[src/rtl/vip_frame_ctrl.sv]
// vip_frame_ctrl: APB-programmed frame controller; commits mode/threshold atomically at frame boundaries, sequences runs, counts frames
// Build option: define VIP_FRAME_CTRL_IRQ_EN to enable CTRL.IRQ_EN and the irq output; otherwise irq=0 and CTRL[4] reads 0.
// Ports: clk/rst; APB3 slave psel/penable/pwrite/paddr/pwdata/prdata/pready/pslverr; vid_vsync frame sync;
//        cfg_mode/cfg_thresh committed settings; pipe_en frame gate; irq frame-done interrupt.
module vip_frame_ctrl #(
    parameter logic [7:0] THRESH_RST = 8'h40,
    parameter int         FCNT_W     = 16
) (
    input  logic        clk,
    input  logic        rst,
    input  logic        psel,
    input  logic        penable,
    input  logic        pwrite,
    input  logic [3:0]  paddr,
    input  logic [31:0] pwdata,
    output logic [31:0] prdata,
    output logic        pready,
    output logic        pslverr,
    input  logic        vid_vsync,
    output logic [1:0]  cfg_mode,
    output logic [7:0]  cfg_thresh,
    output logic        pipe_en,
    output logic        irq
);
    typedef enum logic [1:0] {S_IDLE, S_ARMED, S_ACTIVE} state_t;
    state_t            r_state;
    logic              r_vs_prev, r_run, r_pend, r_done, r_irq_en, r_irq, r_pipe_en;
    logic [1:0]        r_mode_stg, r_cfg_mode;
    logic [7:0]        r_thresh_stg, r_cfg_thresh;
    logic [FCNT_W-1:0] r_fcnt;
    logic              w_wr, w_fb, w_done_set, w_start, w_unused;
    logic [1:0]        w_mode_commit;

    assign w_wr          = psel & penable & pwrite;
    assign w_fb          = vid_vsync & ~r_vs_prev;
    assign w_done_set    = (r_state == S_ACTIVE) & w_fb;
    assign w_start       = w_wr & (paddr[3:2] == 2'd0) & pwdata[1];
    // MODE 3 is reserved and falls back to bypass
    assign w_mode_commit = (r_mode_stg == 2'd3) ? 2'd0 : r_mode_stg;
    assign w_unused      = &{1'b0, pwdata, paddr[1:0]};

    assign pready     = 1'b1;
    assign pslverr    = 1'b0;
    assign cfg_mode   = r_cfg_mode;
    assign cfg_thresh = r_cfg_thresh;
    assign pipe_en    = r_pipe_en;
    assign irq        = r_irq;
    assign prdata     = (paddr[3:2] == 2'd0) ? {27'd0, r_irq_en, r_mode_stg, 1'b0, r_run} :
                        (paddr[3:2] == 2'd1) ? {24'd0, r_thresh_stg} :
                        (paddr[3:2] == 2'd2) ? {28'd0, r_cfg_mode, r_done, r_state != S_IDLE} :
                        32'(r_fcnt);

    always_ff @(posedge clk) begin
        if (rst) begin
            r_state      <= S_IDLE;
            r_vs_prev    <= 1'b1;
            r_run        <= 1'b0;
            r_pend       <= 1'b0;
            r_done       <= 1'b0;
            r_pipe_en    <= 1'b0;
            r_mode_stg   <= 2'd0;
            r_cfg_mode   <= 2'd0;
            r_thresh_stg <= THRESH_RST;
            r_cfg_thresh <= THRESH_RST;
            r_fcnt       <= '0;
        end else begin
            r_vs_prev <= vid_vsync;
            if (w_wr && paddr[3:2] == 2'd0) begin
                r_run      <= pwdata[0];
                r_mode_stg <= pwdata[3:2];
            end
            if (w_wr && paddr[3:2] == 2'd1)
                r_thresh_stg <= pwdata[7:0];
            r_done <= w_done_set | (r_done & ~(w_wr & (paddr[3:2] == 2'd2) & pwdata[1]));
            if (w_wr && paddr[3:2] == 2'd3)
                r_fcnt <= '0;
            else if (w_done_set)
                r_fcnt <= r_fcnt + FCNT_W'(1);
            case (r_state)
                S_IDLE: begin
                    if (r_run || w_start) begin
                        r_state <= S_ARMED;
                        r_pend  <= w_start;
                    end
                end
                S_ARMED: begin
                    if (w_fb) begin
                        r_state      <= S_ACTIVE;
                        r_pipe_en    <= 1'b1;
                        r_pend       <= 1'b0;
                        r_cfg_mode   <= w_mode_commit;
                        r_cfg_thresh <= r_thresh_stg;
                    end else if (!r_run && !r_pend)
                        r_state <= S_IDLE;
                end
                S_ACTIVE: begin
                    if (w_fb && r_run) begin
                        r_cfg_mode   <= w_mode_commit;
                        r_cfg_thresh <= r_thresh_stg;
                    end else if (w_fb) begin
                        r_state   <= S_IDLE;
                        r_pipe_en <= 1'b0;
                    end
                end
                default: r_state <= S_IDLE;
            endcase
        end
    end

`ifdef VIP_FRAME_CTRL_IRQ_EN
    always_ff @(posedge clk) begin
        if (rst) begin
            r_irq_en <= 1'b0;
            r_irq    <= 1'b0;
        end else begin
            if (w_wr && paddr[3:2] == 2'd0)
                r_irq_en <= pwdata[4];
            r_irq <= r_done & r_irq_en;
        end
    end
`else
    assign r_irq_en = 1'b0;
    assign r_irq    = 1'b0;
`endif
endmodule

[config.mk]
export PLATFORM = sky130hd
export DESIGN_NAME = vip_frame_ctrl
export DESIGN_NICKNAME = d
export VERILOG_FILES = /design/src/rtl/vip_frame_ctrl.sv
export SDC_FILE = /design/constraint.sdc
export NUM_CORES = 1
export LEC_CHECK = 0
export CAP_MARGIN = 25
export CELL_PAD_IN_SITES_DETAIL_PLACEMENT = 0
export CELL_PAD_IN_SITES_GLOBAL_PLACEMENT = 1
export CORE_MARGIN = 1.5
export CORE_UTILIZATION = 28
export DETAILED_ROUTE_END_ITERATION = 16
export GPL_TIMING_DRIVEN = 1
export PLACE_DENSITY_LB_ADDON = 0.1
export SKIP_CTS_REPAIR_TIMING = 1
export SLEW_MARGIN = 20
export SYNTH_ARGS = -nofsm -noshare
export SYNTH_HDL_FRONTEND = slang
export SYNTH_SLANG_ARGS = --single-unit
[constraint.sdc]
create_clock -name clk -period 1.45 [get_ports clk]
set_clock_uncertainty 0.2 [all_clocks]
set_input_delay 0.29 -clock clk [delete_from_list [all_inputs] [get_ports clk]]
set_output_delay 0.29 -clock clk [all_outputs]
set_load 0.05 [all_outputs]
==> results of run 1 <==
## per-stage QoR
| stage | area (um^2) | setup TNS [ns] | hold WS (ns) | util (%) |
|---|---|---|---|---|
| finish | 4130 | -6.55 | 0.170 | 53.1 |
| global route | 4130 | -8.79 | 0.197 | 53.1 |
| CTS | 3700 | -18.15 | 0.280 | 47.6 |
| detailed placement | 3570 | -31.63 | 0.265 | 45.9 |
| global placement | 3570 | -31.09 | 0.262 | 45.9 |
| floorplan | 2560 | -0.993 | 0.197 | - |
## layer usage
metal / up-vias / part of all wire, % / global-route usage (%)
met4: 0 / 1.0 / 3.79
met3: 5 / 3.7 / 3.20
met2: 41 / 49 / 22.3
met1: 966 / 46 / 18.7
met5: - / 0 / 0
li1: 1025 / - / -
## critical path, stage by stage, from the launching register on
cell and delay (ns):
dfxtp_2 0.33, or2_0 0.22, mux4_2 0.48, buf_8 0.17
## cell usage in the layout, fill, tap and decap left out, types with 7 or more instances in the layout
master           netlist  final
a21oi_1               11      8
and3_4                 0      8
buf_12                 0     29
buf_4                 20     53
buf_6                  1     20
clkdlybuf4s50_1        0      9
conb_1                 2     19
dfxtp_1               43     24
dfxtp_2                0     12
dfxtp_4                0      7
mux2i_1               23     18
nand2_1               10      7
nor2_1                29     29
xnor2_1                8      7
## flip-flops by register name, indices dropped and copies added, names as in the netlist, 2 cells and up
signal,count
cfg_mode,2
cfg_thresh,8
r_fcnt,16
r_mode_stg,2
r_state,2
r_thresh_stg,8
## layout make-up
cell class / count / share of cell area [%]
clock buffer: 5 / 1.67
tap: 102 / 3.09
sequential: 43 / 21.9
timing repair buffer: 120 / 34.2
clock inverter: 3 / 1.61
multi-input combinational: 180 / 37.2
inverter: 4 / 0.364
## worst min-delay path by stage
stage | end | slack [ns] | cells after the start
2_1_floorplan | r_vs_prev | 0.20 | 1
3_3_place_gp | r_done | 0.26 | 2
3_5_place_dp | r_done | 0.27 | 2
4_1_cts | r_done | 0.28 | 2
5_1_grt | r_vs_prev | 0.20 | 2
6_report | r_vs_prev | 0.17 | 2
## cell usage after synthesis, drive strengths merged
| master | instances | area (um^2) |
|---|---|---|
| dfxtp | 43 | 861 |
| nor2 | 29 | 109 |
| buf | 28 | 196 |
| mux2i | 23 | 230 |
| a21oi | 12 | 63.8 |
| nand2 | 10 | 37.5 |
| and3 | 9 | 56.3 |
| nand3 | 8 | 45.0 |
| o21ai | 8 | 40.0 |
| xnor2 | 8 | 70.1 |
| nor2b | 7 | 43.8 |
| clkbuf | 5 | 18.8 |
| inv | 4 | 15.0 |
| nand2b | 4 | 25.0 |
| nor3 | 4 | 30.0 |
| nor4 | 4 | 37.5 |
| or3 | 4 | 25.0 |
| mux4 | 3 | 67.6 |
| nand3b | 3 | 22.5 |
| a211o | 2 | 17.5 |
| a211oi | 2 | 15.0 |
| and4 | 2 | 20.0 |
| conb | 2 | 7.51 |
| nand4b | 2 | 17.5 |
| nand4bb | 2 | 55.1 |
| o31ai | 2 | 15.0 |
| or2 | 2 | 12.5 |
| xor2 | 2 | 17.5 |
| a2111oi | 1 | 10.0 |
| and2 | 1 | 7.51 |
| and4bb | 1 | 12.5 |
| ha | 1 | 12.5 |
| nand4 | 1 | 6.26 |
| nor3b | 1 | 7.51 |
| o211ai | 1 | 7.51 |
| o21bai | 1 | 7.51 |
| o31a | 1 | 8.76 |
## cell families (layout without fill, tap and decap cells)
logic type	Yosys count	after routing	synth area share, %
compound gates	30	30	8.22
xor+xnor	10	10	3.89
fa+ha+maj	1	1	0.555
buf+inv	37	132	10.2
flops	43	43	38.2
mux	26	26	13.2
other cells	2	19	0.333
simple gates	94	94	25.3
## power by group
part	switching (W)	internal (W)
combinational	0.000219	0.000150
clock	0.000455	0.000689
sequential	0.00000632	0.00117
total	0.000680	0.00201
==> metrics.txt, run 1 <==
setup slack at placement -0.694 ns; Final WS setup -0.540 ns; # DRC 0; CP Launch Point r_state[0]; flops & latches, synth between 40 and 50; LEAKAGE between 1.5 and 2 nW; clock sinks 43; CP Capture Type output pin; First-pass DRT Iterations 4; Hold Path Origin vid_vsync; die height about 93 um; Post-Syn Area 0.00225 mm^2; post-synthesis sequential area ratio between 30% and 40%; largest net degree at the start of global routing 15; Root Buffer clkbuf_8; via/cell ratio roughly 4.5; Die W 92.7 um; Layout Nets 397; H-tree depth 2; total gr overflow 0; Critical Path End prdata[0]; Placeable Area just under 0.008 mm^2; # diodes 0; Worst Path Required 0.96 ns; RSZ-0062 raised after global routing true; Final Cycle Share 137%; max_cap viols 0; gp weighted congestion 0.711; Cells after Synth roughly 240; Syn Area/Cell 9.27 um^2; CP Class reg -> out; fmax about 500 MHz; CTS tree done; worst IR drop on VDD 0.462 mV; Unique masters post-synth 46; wire per inst between 10 and 15 um; Worst-Skew Late Latency 0.30 ns; first-pass GRT wire length about 9400 um; number of global-route vias before repair about 1900; final setup vio count 40; Starting Density between 20% and 30%; failing checks setup timing; I/O pins a little under 90; IO buf count 42; Final Hold Fails 0; GRT Overall Usage roughly 14%; DR iter-0 viols 40; Crit path arrival time 1.50 ns; area grow syn2layout 83.2%; initial antenna violation count 0; yosys warns 0; # rows 32; R2R Path End r_fcnt[15]; HP Class in -> reg; final slew viol count 0; FF/Latch Area 902 um^2; placed instance count approximately 430; post-DP HPWL 4290 um; Routed Antenna Nets 0; worst r2r src r_state[0]; worst r2r path cells 5; Reg clk slew, reported paths about 0.090 ns; total CTS buffers 5; fraction of layout cells with a size suffix above 1 between 50% and 60%; CP Launch Type register; PwrDens 653 mW/mm^2; area of the multi-input gates 0.00154 mm^2; non-filler cells, final roughly 460; Final min period ~2.0 ns; total power roughly 0.0027 W; register-to-register setup slack -0.24 ns; number of fill cells a little over 700; routed via count just over 2000; crit-path max FO 3; CTS max path bufs 2; final wirelength 5960 um; DIE AREA roughly 0.0086 mm^2; status finished with violations
Power figures use the tool's default switching activity.
==> inputs of run 2 (changes only) <==
--- a/config.mk
+++ b/config.mk
@@ -14,7 +14,7 @@
 export GPL_TIMING_DRIVEN = 1
 export PLACE_DENSITY_LB_ADDON = 0.1
 export SKIP_CTS_REPAIR_TIMING = 1
-export SLEW_MARGIN = 20
+export SLEW_MARGIN = 30
 export SYNTH_ARGS = -nofsm -noshare
 export SYNTH_HDL_FRONTEND = slang
 export SYNTH_SLANG_ARGS = --single-unit
==> results of run 2 <==
Same layout as run 1: the final DEF is identical, and so are final timing and power.
